$ cat config.mk
export PLATFORM = sky130hd
export DESIGN_NAME = nfc_reg_seq_flat
export DESIGN_NICKNAME = d
export VERILOG_FILES = /design/src/rtl/nfc_pkg.sv /design/src/rtl/nfc_reg_seq_if.sv /design/src/rtl/nfc_rb_wait.sv /design/src/rtl/nfc_reg_seq.sv /design/src/flat_wrapper.sv
export SDC_FILE = /design/constraint.sdc
export NUM_CORES = 1
export LEC_CHECK = 0
export ABC_AREA = 0
export CAP_MARGIN = 25
export CORE_MARGIN = 2
export CORE_UTILIZATION = 53
export DETAILED_ROUTE_END_ITERATION = 8
export PLACE_DENSITY = 0.78
export SYNTH_ARGS = -nofsm -noshare
export SYNTH_HDL_FRONTEND = slang
export SYNTH_SLANG_ARGS = --single-unit
$ cat constraint.sdc
create_clock -name clk -period 5.1 [get_ports clk]
set_input_delay 1.275 -clock clk [delete_from_list [all_inputs] [get_ports clk]]
set_output_delay 1.275 -clock clk [all_outputs]
set_load 0.03 [all_outputs]
$ cat src/rtl/nfc_pkg.sv
// Shared SFR offsets, flash opcodes and encodings for the NAND register-write sequencer.
package nfc_pkg;

   localparam logic [8:0] SfrCmd    = 9'h010;
   localparam logic [8:0] SfrCtl    = 9'h011;
   localparam logic [8:0] SfrCfg    = 9'h012;
   localparam logic [8:0] SfrAddrCnt = 9'h01F;
   localparam logic [8:0] SfrCol    = 9'h020;
   localparam logic [8:0] SfrRow    = 9'h024;

   localparam logic [7:0] OpcRead1  = 8'h00;
   localparam logic [7:0] OpcRead2  = 8'h30;
   localparam logic [7:0] OpcProg1  = 8'h80;
   localparam logic [7:0] OpcProg2  = 8'h10;
   localparam logic [7:0] OpcErase1 = 8'h60;
   localparam logic [7:0] OpcErase2 = 8'hD0;

   localparam logic [7:0] CtlAddrEn   = 8'h02;
   localparam logic [7:0] CtlReadXfer = 8'h01;
   localparam logic [7:0] CtlProgXfer = 8'h09;

   typedef enum logic [1:0] {
      OpRead  = 2'b00,
      OpProg  = 2'b01,
      OpErase = 2'b10,
      OpRsvd  = 2'b11
   } op_e;

   typedef enum logic [3:0] {
      StIdle, StCfg, StAcnt, StCmd1, StCol, StRow, StAen, StData, StWdat, StCmd2, StWrb, StFin
   } state_e;

   function automatic logic [2:0] clamp_cnt(input logic [2:0] cnt);
      return (cnt > 3'd4) ? 3'd4 : cnt;
   endfunction

   function automatic logic [7:0] cmd1_opc(input op_e op);
      case (op)
         OpProg:  return OpcProg1;
         OpErase: return OpcErase1;
         default: return OpcRead1;
      endcase
   endfunction

   function automatic logic [7:0] cmd2_opc(input op_e op);
      case (op)
         OpProg:  return OpcProg2;
         OpErase: return OpcErase2;
         default: return OpcRead2;
      endcase
   endfunction

endpackage

$ cat src/rtl/nfc_reg_seq_if.sv
// Request/completion handshake and SFR write bus of the register-write sequencer.
interface nfc_reg_seq_if;
   logic        req;
   logic [1:0]  req_op;
   logic [3:0]  req_ceb;
   logic [1:0]  req_mode;
   logic [2:0]  req_col_cnt;
   logic [2:0]  req_row_cnt;
   logic [31:0] req_col;
   logic [31:0] req_row;
   logic        dat_done;
   logic        rnb_i;
   logic        busy;
   logic        done;
   logic        err;
   logic        nfc_reg_wr;
   logic        nfc_reg_rd;
   logic [8:0]  nfc_reg_addr;
   logic [7:0]  nfc_reg_dout;

   modport master (
      output req, req_op, req_ceb, req_mode, req_col_cnt, req_row_cnt, req_col, req_row,
      output dat_done, rnb_i,
      input  busy, done, err, nfc_reg_wr, nfc_reg_rd, nfc_reg_addr, nfc_reg_dout
   );

   modport slave (
      input  req, req_op, req_ceb, req_mode, req_col_cnt, req_row_cnt, req_col, req_row,
      input  dat_done, rnb_i,
      output busy, done, err, nfc_reg_wr, nfc_reg_rd, nfc_reg_addr, nfc_reg_dout
   );
endinterface

$ cat src/rtl/nfc_rb_wait.sv
// Ready/busy wait: synchronizes rnb_i, enforces tWB after the last command, then waits for
// ready or a saturating timeout. Counters are held clear while start is low.
module nfc_rb_wait #(
   parameter int unsigned TMO_W   = 16,
   parameter int unsigned TWB_CYC = 8
) (
   input  logic clk,
   input  logic rst,
   input  logic start,
   input  logic rnb_i,
   output logic ready,
   output logic timeout
);

   localparam int unsigned TwbW = $clog2(TWB_CYC + 1);

   logic [1:0]       sync_q;
   logic [TwbW-1:0]  twb_q;
   logic [TMO_W-1:0] tmo_q;
   logic             twb_done;

   // Idle level of the flash line is ready, so the synchronizer resets high.
   always_ff @(posedge clk or posedge rst) begin
      if (rst) begin
         sync_q <= 2'b11;
      end else begin
         sync_q <= {sync_q[0], rnb_i};
      end
   end

   assign twb_done = (twb_q == TwbW'(TWB_CYC));

   always_ff @(posedge clk or posedge rst) begin
      if (rst) begin
         twb_q <= '0;
         tmo_q <= '0;
      end else if (!start) begin
         twb_q <= '0;
         tmo_q <= '0;
      end else if (!twb_done) begin
         twb_q <= twb_q + 1'b1;
      end else if (!(&tmo_q)) begin
         tmo_q <= tmo_q + 1'b1;
      end
   end

   assign ready   = start & twb_done & sync_q[1];
   assign timeout = start & twb_done & (&tmo_q);

endmodule

$ cat src/rtl/nfc_reg_seq.sv
// NAND register-write sequencer: expands one read/program/erase request into the SFR
// writes that configure the controller, issue command/address and start data transfer.
module nfc_reg_seq #(
   parameter int unsigned TMO_W   = 16,
   parameter int unsigned TWB_CYC = 8
) (
   input  logic         clk,
   input  logic         rst,
   nfc_reg_seq_if.slave bus
);
   import nfc_pkg::*;

   state_e      state_q, state_d;
   op_e         op_q;
   logic [3:0]  ceb_q;
   logic [1:0]  mode_q;
   logic [2:0]  col_cnt_q;
   logic [2:0]  row_cnt_q;
   logic [31:0] col_q;
   logic [31:0] row_q;
   logic [1:0]  idx_q, idx_d;
   logic        err_q, err_d;

   logic        accept;
   logic        rb_start;
   logic        rb_ready;
   logic        rb_timeout;
   logic        wr;
   logic [8:0]  addr;
   logic [7:0]  dout;

   assign accept = (state_q == StIdle) && bus.req;

   nfc_rb_wait #(
      .TMO_W  (TMO_W),
      .TWB_CYC(TWB_CYC)
   ) u_rb_wait (
      .clk    (clk),
      .rst    (rst),
      .start  (rb_start),
      .rnb_i  (bus.rnb_i),
      .ready  (rb_ready),
      .timeout(rb_timeout)
   );

   always_ff @(posedge clk or posedge rst) begin
      if (rst) begin
         state_q <= StIdle;
         idx_q   <= '0;
         err_q   <= 1'b0;
      end else begin
         state_q <= state_d;
         idx_q   <= idx_d;
         err_q   <= err_d;
      end
   end

   // Erase carries no column address, so its column count is forced to zero at capture.
   always_ff @(posedge clk or posedge rst) begin
      if (rst) begin
         op_q      <= OpRead;
         ceb_q     <= '0;
         mode_q    <= '0;
         col_cnt_q <= '0;
         row_cnt_q <= '0;
         col_q     <= '0;
         row_q     <= '0;
      end else if (accept) begin
         op_q      <= op_e'(bus.req_op);
         ceb_q     <= bus.req_ceb;
         mode_q    <= bus.req_mode;
         col_cnt_q <= (op_e'(bus.req_op) == OpErase) ? 3'd0 : clamp_cnt(bus.req_col_cnt);
         row_cnt_q <= clamp_cnt(bus.req_row_cnt);
         col_q     <= bus.req_col;
         row_q     <= bus.req_row;
      end
   end

   always_comb begin
      state_d  = state_q;
      idx_d    = idx_q;
      err_d    = err_q;
      wr       = 1'b0;
      addr     = '0;
      dout     = '0;
      rb_start = 1'b0;
      unique case (state_q)
         StIdle: begin
            if (bus.req) begin
               state_d = StCfg;
               idx_d   = '0;
               err_d   = 1'b0;
            end
         end
         StCfg: begin
            if (op_q == OpRsvd) begin
               err_d   = 1'b1;
               state_d = StFin;
            end else begin
               wr      = 1'b1;
               addr    = SfrCfg;
               dout    = {2'b00, mode_q, ceb_q};
               state_d = StAcnt;
            end
         end
         StAcnt: begin
            wr      = 1'b1;
            addr    = SfrAddrCnt;
            dout    = {2'b00, col_cnt_q, row_cnt_q};
            state_d = StCmd1;
         end
         StCmd1: begin
            wr      = 1'b1;
            addr    = SfrCmd;
            dout    = cmd1_opc(op_q);
            state_d = (col_cnt_q != 3'd0) ? StCol : (row_cnt_q != 3'd0) ? StRow : StAen;
         end
         StCol: begin
            wr   = 1'b1;
            addr = SfrCol + {7'd0, idx_q};
            dout = col_q[{idx_q, 3'b000} +: 8];
            if ({1'b0, idx_q} == col_cnt_q - 3'd1) begin
               idx_d   = '0;
               state_d = (row_cnt_q != 3'd0) ? StRow : StAen;
            end else begin
               idx_d = idx_q + 2'd1;
            end
         end
         StRow: begin
            wr   = 1'b1;
            addr = SfrRow + {7'd0, idx_q};
            dout = row_q[{idx_q, 3'b000} +: 8];
            if ({1'b0, idx_q} == row_cnt_q - 3'd1) begin
               idx_d   = '0;
               state_d = StAen;
            end else begin
               idx_d = idx_q + 2'd1;
            end
         end
         StAen: begin
            wr      = 1'b1;
            addr    = SfrCtl;
            dout    = CtlAddrEn;
            state_d = (op_q == OpProg) ? StData : StCmd2;
         end
         StData: begin
            wr      = 1'b1;
            addr    = SfrCtl;
            dout    = (op_q == OpProg) ? CtlProgXfer : CtlReadXfer;
            state_d = StWdat;
         end
         StWdat: begin
            if (bus.dat_done) begin
               state_d = (op_q == OpProg) ? StCmd2 : StFin;
            end
         end
         StCmd2: begin
            wr      = 1'b1;
            addr    = SfrCmd;
            dout    = cmd2_opc(op_q);
            state_d = StWrb;
         end
         StWrb: begin
            rb_start = 1'b1;
            // Ready wins over a timeout that saturates in the same cycle.
            if (rb_ready) begin
               state_d = (op_q == OpRead) ? StData : StFin;
            end else if (rb_timeout) begin
               err_d   = 1'b1;
               state_d = StFin;
            end
         end
         StFin: begin
            state_d = StIdle;
         end
         default: begin
            state_d = StIdle;
         end
      endcase
   end

   assign bus.busy         = (state_q != StIdle);
   assign bus.done         = (state_q == StFin);
   assign bus.err          = (state_q == StFin) & err_q;
   assign bus.nfc_reg_wr   = wr;
   assign bus.nfc_reg_rd   = 1'b0;
   assign bus.nfc_reg_addr = addr;
   assign bus.nfc_reg_dout = dout;

endmodule

$ cat src/flat_wrapper.sv
// flat-port wrapper written by rule: the top's interface ports become plain ports
module nfc_reg_seq_flat import nfc_pkg::*;
#(
   parameter int unsigned TMO_W   = 16,
   parameter int unsigned TWB_CYC = 8
)
  (clk, rst, bus_req, bus_req_op, bus_req_ceb, bus_req_mode, bus_req_col_cnt, bus_req_row_cnt, bus_req_col, bus_req_row, bus_dat_done, bus_rnb_i, bus_busy, bus_done, bus_err, bus_nfc_reg_wr, bus_nfc_reg_rd, bus_nfc_reg_addr, bus_nfc_reg_dout);
  nfc_reg_seq_if bus_i ();
  input  logic clk;
  input  logic rst;
  input wire logic [$bits(bus_i.req)-1:0] bus_req;
  input wire logic [$bits(bus_i.req_op)-1:0] bus_req_op;
  input wire logic [$bits(bus_i.req_ceb)-1:0] bus_req_ceb;
  input wire logic [$bits(bus_i.req_mode)-1:0] bus_req_mode;
  input wire logic [$bits(bus_i.req_col_cnt)-1:0] bus_req_col_cnt;
  input wire logic [$bits(bus_i.req_row_cnt)-1:0] bus_req_row_cnt;
  input wire logic [$bits(bus_i.req_col)-1:0] bus_req_col;
  input wire logic [$bits(bus_i.req_row)-1:0] bus_req_row;
  input wire logic [$bits(bus_i.dat_done)-1:0] bus_dat_done;
  input wire logic [$bits(bus_i.rnb_i)-1:0] bus_rnb_i;
  output wire logic [$bits(bus_i.busy)-1:0] bus_busy;
  output wire logic [$bits(bus_i.done)-1:0] bus_done;
  output wire logic [$bits(bus_i.err)-1:0] bus_err;
  output wire logic [$bits(bus_i.nfc_reg_wr)-1:0] bus_nfc_reg_wr;
  output wire logic [$bits(bus_i.nfc_reg_rd)-1:0] bus_nfc_reg_rd;
  output wire logic [$bits(bus_i.nfc_reg_addr)-1:0] bus_nfc_reg_addr;
  output wire logic [$bits(bus_i.nfc_reg_dout)-1:0] bus_nfc_reg_dout;
  assign bus_i.req = bus_req;
  assign bus_i.req_op = bus_req_op;
  assign bus_i.req_ceb = bus_req_ceb;
  assign bus_i.req_mode = bus_req_mode;
  assign bus_i.req_col_cnt = bus_req_col_cnt;
  assign bus_i.req_row_cnt = bus_req_row_cnt;
  assign bus_i.req_col = bus_req_col;
  assign bus_i.req_row = bus_req_row;
  assign bus_i.dat_done = bus_dat_done;
  assign bus_i.rnb_i = bus_rnb_i;
  assign bus_busy = bus_i.busy;
  assign bus_done = bus_i.done;
  assign bus_err = bus_i.err;
  assign bus_nfc_reg_wr = bus_i.nfc_reg_wr;
  assign bus_nfc_reg_rd = bus_i.nfc_reg_rd;
  assign bus_nfc_reg_addr = bus_i.nfc_reg_addr;
  assign bus_nfc_reg_dout = bus_i.nfc_reg_dout;
  nfc_reg_seq #(.TMO_W(TMO_W), .TWB_CYC(TWB_CYC)) u_core (.clk(clk), .rst(rst), .bus(bus_i));
endmodule
==> impl_results.md, run 1 <==
- Status: completed
- Worst endpoint required time: 3.83 ns
- Final Power: 0.003595 W
- Die area: 0.01136 sq mm
- Post-CTS setup buffers: 0
- Total grt overflow: 0
- Placed Area: 0.006706 sq mm
- Post-Route WL: 12330 um
- Fin Hold WS: 0.3611 ns
- CTS Buf Count: 9
- Mapped cell area: 0.005577 sq mm
- Cell row count: 37
- M1 wire length: 5102 um
- Reg area: 0.002680 sq mm
- DR WL/cell: 16.82 um
- Power density cells: 521.4 mW/mm^2
- Maximum Capacitance Violations: 0
- # setup viols final: 0
- Initial DRC count: 236
- Die width: 106.6 um
- Met2 WL: 6080 um
- Final Util: 67.09%
- Synth unique cells: 47
- Most common cell type on the critical path: nand3_1
- Max clock buf depth: 2
- Routed Antenna Nets: 0
- Post-route cell area: 0.006895 sq mm
- Cells after Synth: 500
- Final hold vios: 0
- Crit path to: bus_nfc_reg_dout[1]
- Pin count of the biggest net entering global routing: 68
- Met3 wire len: 841 um
- Final HPWL DP: 9165 um
- Slew HR: 34.19%
- Fillers: 821
- Max-slew violations: 0
- First-pass DRT Iterations: 4
- Post-CTS resize count: 0
- Antenna violations before repair: 1
- Top Layer Used: met5
- Worst path max stage delay: 0.82 ns
- Post-synth EDFFs: 0
- Top_reg_cell synth: dfrtp_1
- Die Y: 106.6 um
- Seq cells post-synth: 107
- Most frequent cells in the layout: dfrtp_1 (105), clkdlybuf4s50_1 (100), mux2_2 (72)
- CTS Root Cell: clkbuf_8
- CORE AREA: 0.01028 sq mm
- First-pass GRT wire length: 20130 um
- # H-tree levels: 3
- HP Class: reg2reg
- Worst vdd ir: 0.2890 mV
- Commonest non-fill, non-tap cell in the layout: dfrtp_1
- Synth Area per Inst: 11.15 sq um
- Worst-Skew Late Latency: 0.38 ns
- Crit start category: flip-flop
- Clock skew: 0.01135 ns
- Hold buffers post-CTS: 0
- Vias in the first global route: 4141
- CTS tree: built
- RD Place Congestion: 0.7983
- # port buffers: 100
- Clk slew on worst S/H paths: 0.10 ns
- Post-route minimum period: 4.691 ns
- Leak: 2.849 nW
- Measured slew at the worst slew-check pin: 0.9816 ns
- Hold_sp: u_core.u_rb_wait.sync_q[0]
- Crit path cell chain: and4bb_1, mux4_2, nand2b_1, nand3_1, nand3_1, clkdlybuf4s50_1
- Final TNS setup: 0 ns
- CP Launch Point: u_core.state_q[1]
- Post-synthesis sequential area ratio: 48.06%
- Ports: 105
- R2R Path End: u_core.state_q[0]
- Worst Setup Path Type: reg2out
- Yosys warning count: 0
- Crit path DAT: 3.42 ns
- Area of the multi-input gates: 0.002670 sq mm
- Worst path slowest cell: and4bb_1
- Post-layout nets: 686
- RSZ-0062 raised after global routing: no
- Ant diodes: 0
- Crit-path max FO: 23
- Drt drc: 0
- Layout cell share with drive strength beyond 1: 18.76%
- RR Startpoint: u_core.state_q[1]
- Starting Density: 54.26%
- Element type at the critical path end: output pin
- Achievable Freq: 213.2 MHz
- Vias: 4057
- Gr usage total: 22.91%
- Via-to-Cell Ratio: 5.535
- Worst Reg-to-Reg Cells: 5
- Clock Sinks: 107
- FFs w/ async S/R, synth: 100.0%
- Setup slack, reg-to-reg: 2.06 ns
- Syn-to-layout area delta: 23.65%
- Crit share post-route: 91.97%
==> synthesized netlist by cell type, types with 5 or more instances <==
library cell	instances	share of area, %
nand2_1	33	2.2
mux2i_1	17	3.1
buf_4	5	0.67
nor2_1	35	2.4
dfrtp_1	105	47
nor2b_1	5	0.56
buf_2	11	0.99
xor2_1	12	1.9
mux4_2	8	3.2
inv_1	18	1.2
xnor2_1	12	1.9
ha_1	11	2.5
clkbuf_1	12	0.81
o21ai_0	18	1.6
nor3_1	6	0.54
a22oi_1	16	2.2
nand4_1	8	0.90
and3_1	5	0.56
nand2b_1	14	1.6
mux2_2	72	15
nand3_1	26	2.3
a21oi_1	17	1.5
==> cell type report <==
| type | instances | share of cell area, % |
|---|---|---|
| Timing Repair Buffer | 110 | 16.19 |
| Tap cell | 136 | 2.468 |
| Multi-Input combinational cell | 346 | 38.72 |
| Sequential cell | 107 | 38.87 |
| Inverter | 18 | 1.016 |
| Clock buffer | 12 | 2.250 |
| Clock inverter | 4 | 0.4899 |
==> registers in the layout, indices dropped and copies added, names as in the netlist <==
register                 flops
u_core.col_cnt_q             3
u_core.u_rb_wait.sync_q      2
u_core.u_rb_wait.tmo_q      16
u_core.op_q                  2
u_core.row_cnt_q             3
u_core.col_q                32
u_core.ceb_q                 4
u_core.idx_q                 2
u_core.state_q               4
u_core.row_q                32
u_core.mode_q                2
u_core.u_rb_wait.twb_q       4
u_core.err_q                 1
==> how the worst min path moves through the flow <==
stage                                  to  slack [ns]  depth (start not counted)
6_report       u_core.u_rb_wait.sync_q[1]        0.36                          0
5_1_grt        u_core.u_rb_wait.sync_q[1]        0.37                          0
4_1_cts        u_core.u_rb_wait.sync_q[1]        0.36                          0
3_5_place_dp   u_core.u_rb_wait.sync_q[1]        0.35                          0
3_3_place_gp   u_core.u_rb_wait.sync_q[1]        0.35                          0
2_1_floorplan  u_core.u_rb_wait.sync_q[1]        0.35                          0
==> power by group <==
part	switching, W	internal (W)	leakage [nW]	total [W]
Combinational	0.000797	0.000846	1.43	0.00164
Sequential	0.000259	0.00119	1.32	0.00145
Clock	0.000296	0.000210	0.0989	0.000506
Total	0.00135	0.00224	2.85	0.00360
==> critical path: cells and delay by family (launching register included) <==
kind / cells / cell delay [ns]
flops: 1 / 0.63
simple gates: 4 / 1.23
buf+inv: 1 / 0.61
mux: 1 / 0.57
==> through the flow <==
| step | std cells | setup WS, ns |
|---|---|---|
| 2_1_floorplan | 503 | 1.011 |
| 3_3_place_gp | 715 | 0.8362 |
| 3_5_place_dp | 717 | 0.7877 |
| 4_1_cts | 733 | 0.3677 |
| 5_1_grt | 733 | 0.2318 |
| 6_report | 733 | 0.4093 |
==> routing by layer <==
metal	track usage, %	vias up
met2	37.26	108
met1	28.69	1989
li1	-	1935
met5	0	-
met3	7.842	23
met4	7.792	2
==> kinds of logic (layout without fill, tap and decap cells) <==
logic type / count (synthesis) / in the layout / synth area share, %
adder cells (fa/ha/maj): 11 / 11 / 2.468
buffers and inverters: 50 / 144 / 4.487
other: 1 / 4 / 0.06725
AND/OR/NAND/NOR: 148 / 148 / 13.48
AO/OA/AOI/OAI: 62 / 62 / 6.843
multiplexers: 97 / 97 / 20.82
XOR/XNOR: 24 / 24 / 3.769
flip-flops: 107 / 107 / 48.06
Power figures use the tool's default switching activity.
==> run 2: changes to the inputs <==
--- a/config.mk
+++ b/config.mk
@@ -8,8 +8,10 @@
 export ABC_AREA = 0
 export CAP_MARGIN = 25
-export CORE_MARGIN = 2
-export CORE_UTILIZATION = 53
+export CELL_PAD_IN_SITES_DETAIL_PLACEMENT = 0
+export CELL_PAD_IN_SITES_GLOBAL_PLACEMENT = 1
+export CORE_MARGIN = 3
+export CORE_UTILIZATION = 41
 export DETAILED_ROUTE_END_ITERATION = 8
-export PLACE_DENSITY = 0.78
+export PLACE_DENSITY = 0.77
 export SYNTH_ARGS = -nofsm -noshare
 export SYNTH_HDL_FRONTEND = slang
==> constraint.sdc (replaced) <==
create_clock -name clk -period 5.1 [get_ports clk]
set_input_delay 1.275 -clock clk [delete_from_list [all_inputs] [get_ports clk]]
set_output_delay 1.275 -clock clk [all_outputs]
set_load 0.01 [all_outputs]
==> impl_results.md, run 2 (synthesis gave the netlist of run 1 again) <==
- Post-route cell area: 0.006989 sq mm
- Commonest non-fill, non-tap cell in the layout: dfrtp_1
- Post-CTS setup buffers: 0
- Pin count of the biggest net entering global routing: 54
- Hold Path Depth: 0
- Clock skew: 0.005306 ns
- Fillers: 1155
- First-pass DRT Iterations: 4
- Max-slew violations: 0
- Power density cells: 515.5 mW/mm^2
- Hold buffers post-CTS: 0
- Initial DRC count: 275
- Worst endpoint required time: 3.83 ns
- Die area: 0.01504 sq mm
- CTS tree: built
- Leak: 2.860 nW
- Crit path DAT: 3.15 ns
- Post-layout nets: 685
- Sink of the worst hold path: u_core.u_rb_wait.sync_q[1]
- RR Startpoint: u_core.state_q[1]
- First-pass GRT wire length: 21550 um
- Maximum Capacitance Violations: 0
- Worst path max stage delay: 0.61 ns
- CTS Buf Count: 9
- Placed Area: 0.006724 sq mm
- Drt drc: 0
- Worst path slowest cell: dfrtp_1
- DR WL/cell: 17.31 um
- # setup viols final: 0
- Via-to-Cell Ratio: 5.173
- Ports: 105
- Setup slack, reg-to-reg: 2.76 ns
- Status: completed
- # port buffers: 100
- Vias: 3973
- Worst-Skew Late Latency: 0.34 ns
- Final TNS setup: 0 ns
- Worst Setup Path Type: reg2out
- Layout cell share with drive strength beyond 1: 18.15%
- Final HPWL DP: 10030 um
- Post-Route WL: 13290 um
- Gr usage total: 18.61%
- # H-tree levels: 3
- RD Place Congestion: 0.8099
- Slew HR: 48.83%
- Cell row count: 41
- Crit path max-delay family: buffers and inverters
- Largest regs: u_core.col_q x32, u_core.row_q x32, u_core.u_rb_wait.tmo_q x16
- Final Power: 0.003603 W
- Final hold vios: 0
- Fin Hold WS: 0.3582 ns
- Antenna violations before repair: 0
- Crit path cell chain: and4bb_1, buf_4, mux4_2, nand2b_1, nand3_1, nand3_1, clkdlybuf4s50_1
- Most common cell type on the critical path: nand3_1
- Crit-path max FO: 25
- Most frequent cells in the layout: dfrtp_1 (105), clkdlybuf4s50_1 (100), mux2_2 (72)
- Crit path buf inv count: 2
- Vias in the first global route: 4209
- Crit start category: flip-flop
- Routed Antenna Nets: 0
- HP Class: reg2reg
- Total grt overflow: 0
- Post-route minimum period: 4.424 ns
- Die width: 122.6 um
- Worst Reg-to-Reg Cells: 6
- Syn-to-layout area delta: 25.33%
- Hold_sp: u_core.u_rb_wait.sync_q[0]
- CTS Root Cell: clkbuf_16
- R2R Path End: u_core.state_q[0]
- Starting Density: 42.97%
- Element type at the critical path end: output pin
- Crit share post-route: 86.74%
- CORE AREA: 0.01298 sq mm
- Measured slew at the worst slew-check pin: 0.7617 ns
- Final Util: 53.85%
- Die Y: 122.6 um
- RSZ-0062 raised after global routing: no
- Clock Sinks: 107
- Worst vdd ir: 0.2242 mV
- Clk slew on worst S/H paths: 0.07 ns
- Post-CTS resize count: 0
- Max clock buf depth: 2
- Achievable Freq: 226.1 MHz
-- run 2: cell type report --
class / count / area (sq um) / share of cell area, %
clock inverter: 2 / 12.51 / 0.1790
tap: 172 / 215.2 / 3.079
multi-input combinational: 346 / 2670 / 38.20
sequential: 107 / 2680 / 38.35
timing repair buffer: 109 / 1089 / 15.57
antenna: 1 / 2.502 / 0.03580
inverter: 18 / 70.07 / 1.003
clock buffer: 13 / 250.2 / 3.580
-- run 2: metrics by stage --
stage / instances / setup slack, ns
after floorplan: 503 / 1.011
after global placement: 751 / 1.044
after detailed placement: 752 / 1.035
after CTS: 767 / 0.6534
after global routing: 767 / 0.5160
final: 768 / 0.6765
-- run 2: how the worst max path moves through the flow --
stage / start / end / slack (ns) / cells after the start
2_1_floorplan: rst / u_core.ceb_q[0] / 1.01 / 1
3_3_place_gp: u_core.state_q[1] / bus_nfc_reg_dout[1] / 1.04 / 7
3_5_place_dp: u_core.state_q[1] / bus_nfc_reg_dout[1] / 1.03 / 7
4_1_cts: u_core.state_q[1] / bus_nfc_reg_dout[1] / 0.65 / 7
5_1_grt: u_core.state_q[1] / bus_nfc_reg_dout[2] / 0.52 / 7
6_report: u_core.state_q[1] / bus_nfc_reg_dout[1] / 0.68 / 7
-- run 2: metal layers --
metal | part of all wire (%) | global-route usage (%) | vias up
li1 | - | - | 1935
met1 | 42 | 24.48 | 1931
met2 | 49 | 30.09 | 96
met3 | 7.4 | 5.484 | 11
met4 | 1.1 | 5.178 | 0
met5 | 0 | 0 | -
-- run 2: report_power, final --
part	switching [W]	internal [W]	total (W)
logic	0.000660	0.000840	0.00150
registers	0.000281	0.00119	0.00147
clock network	0.000289	0.000342	0.000631
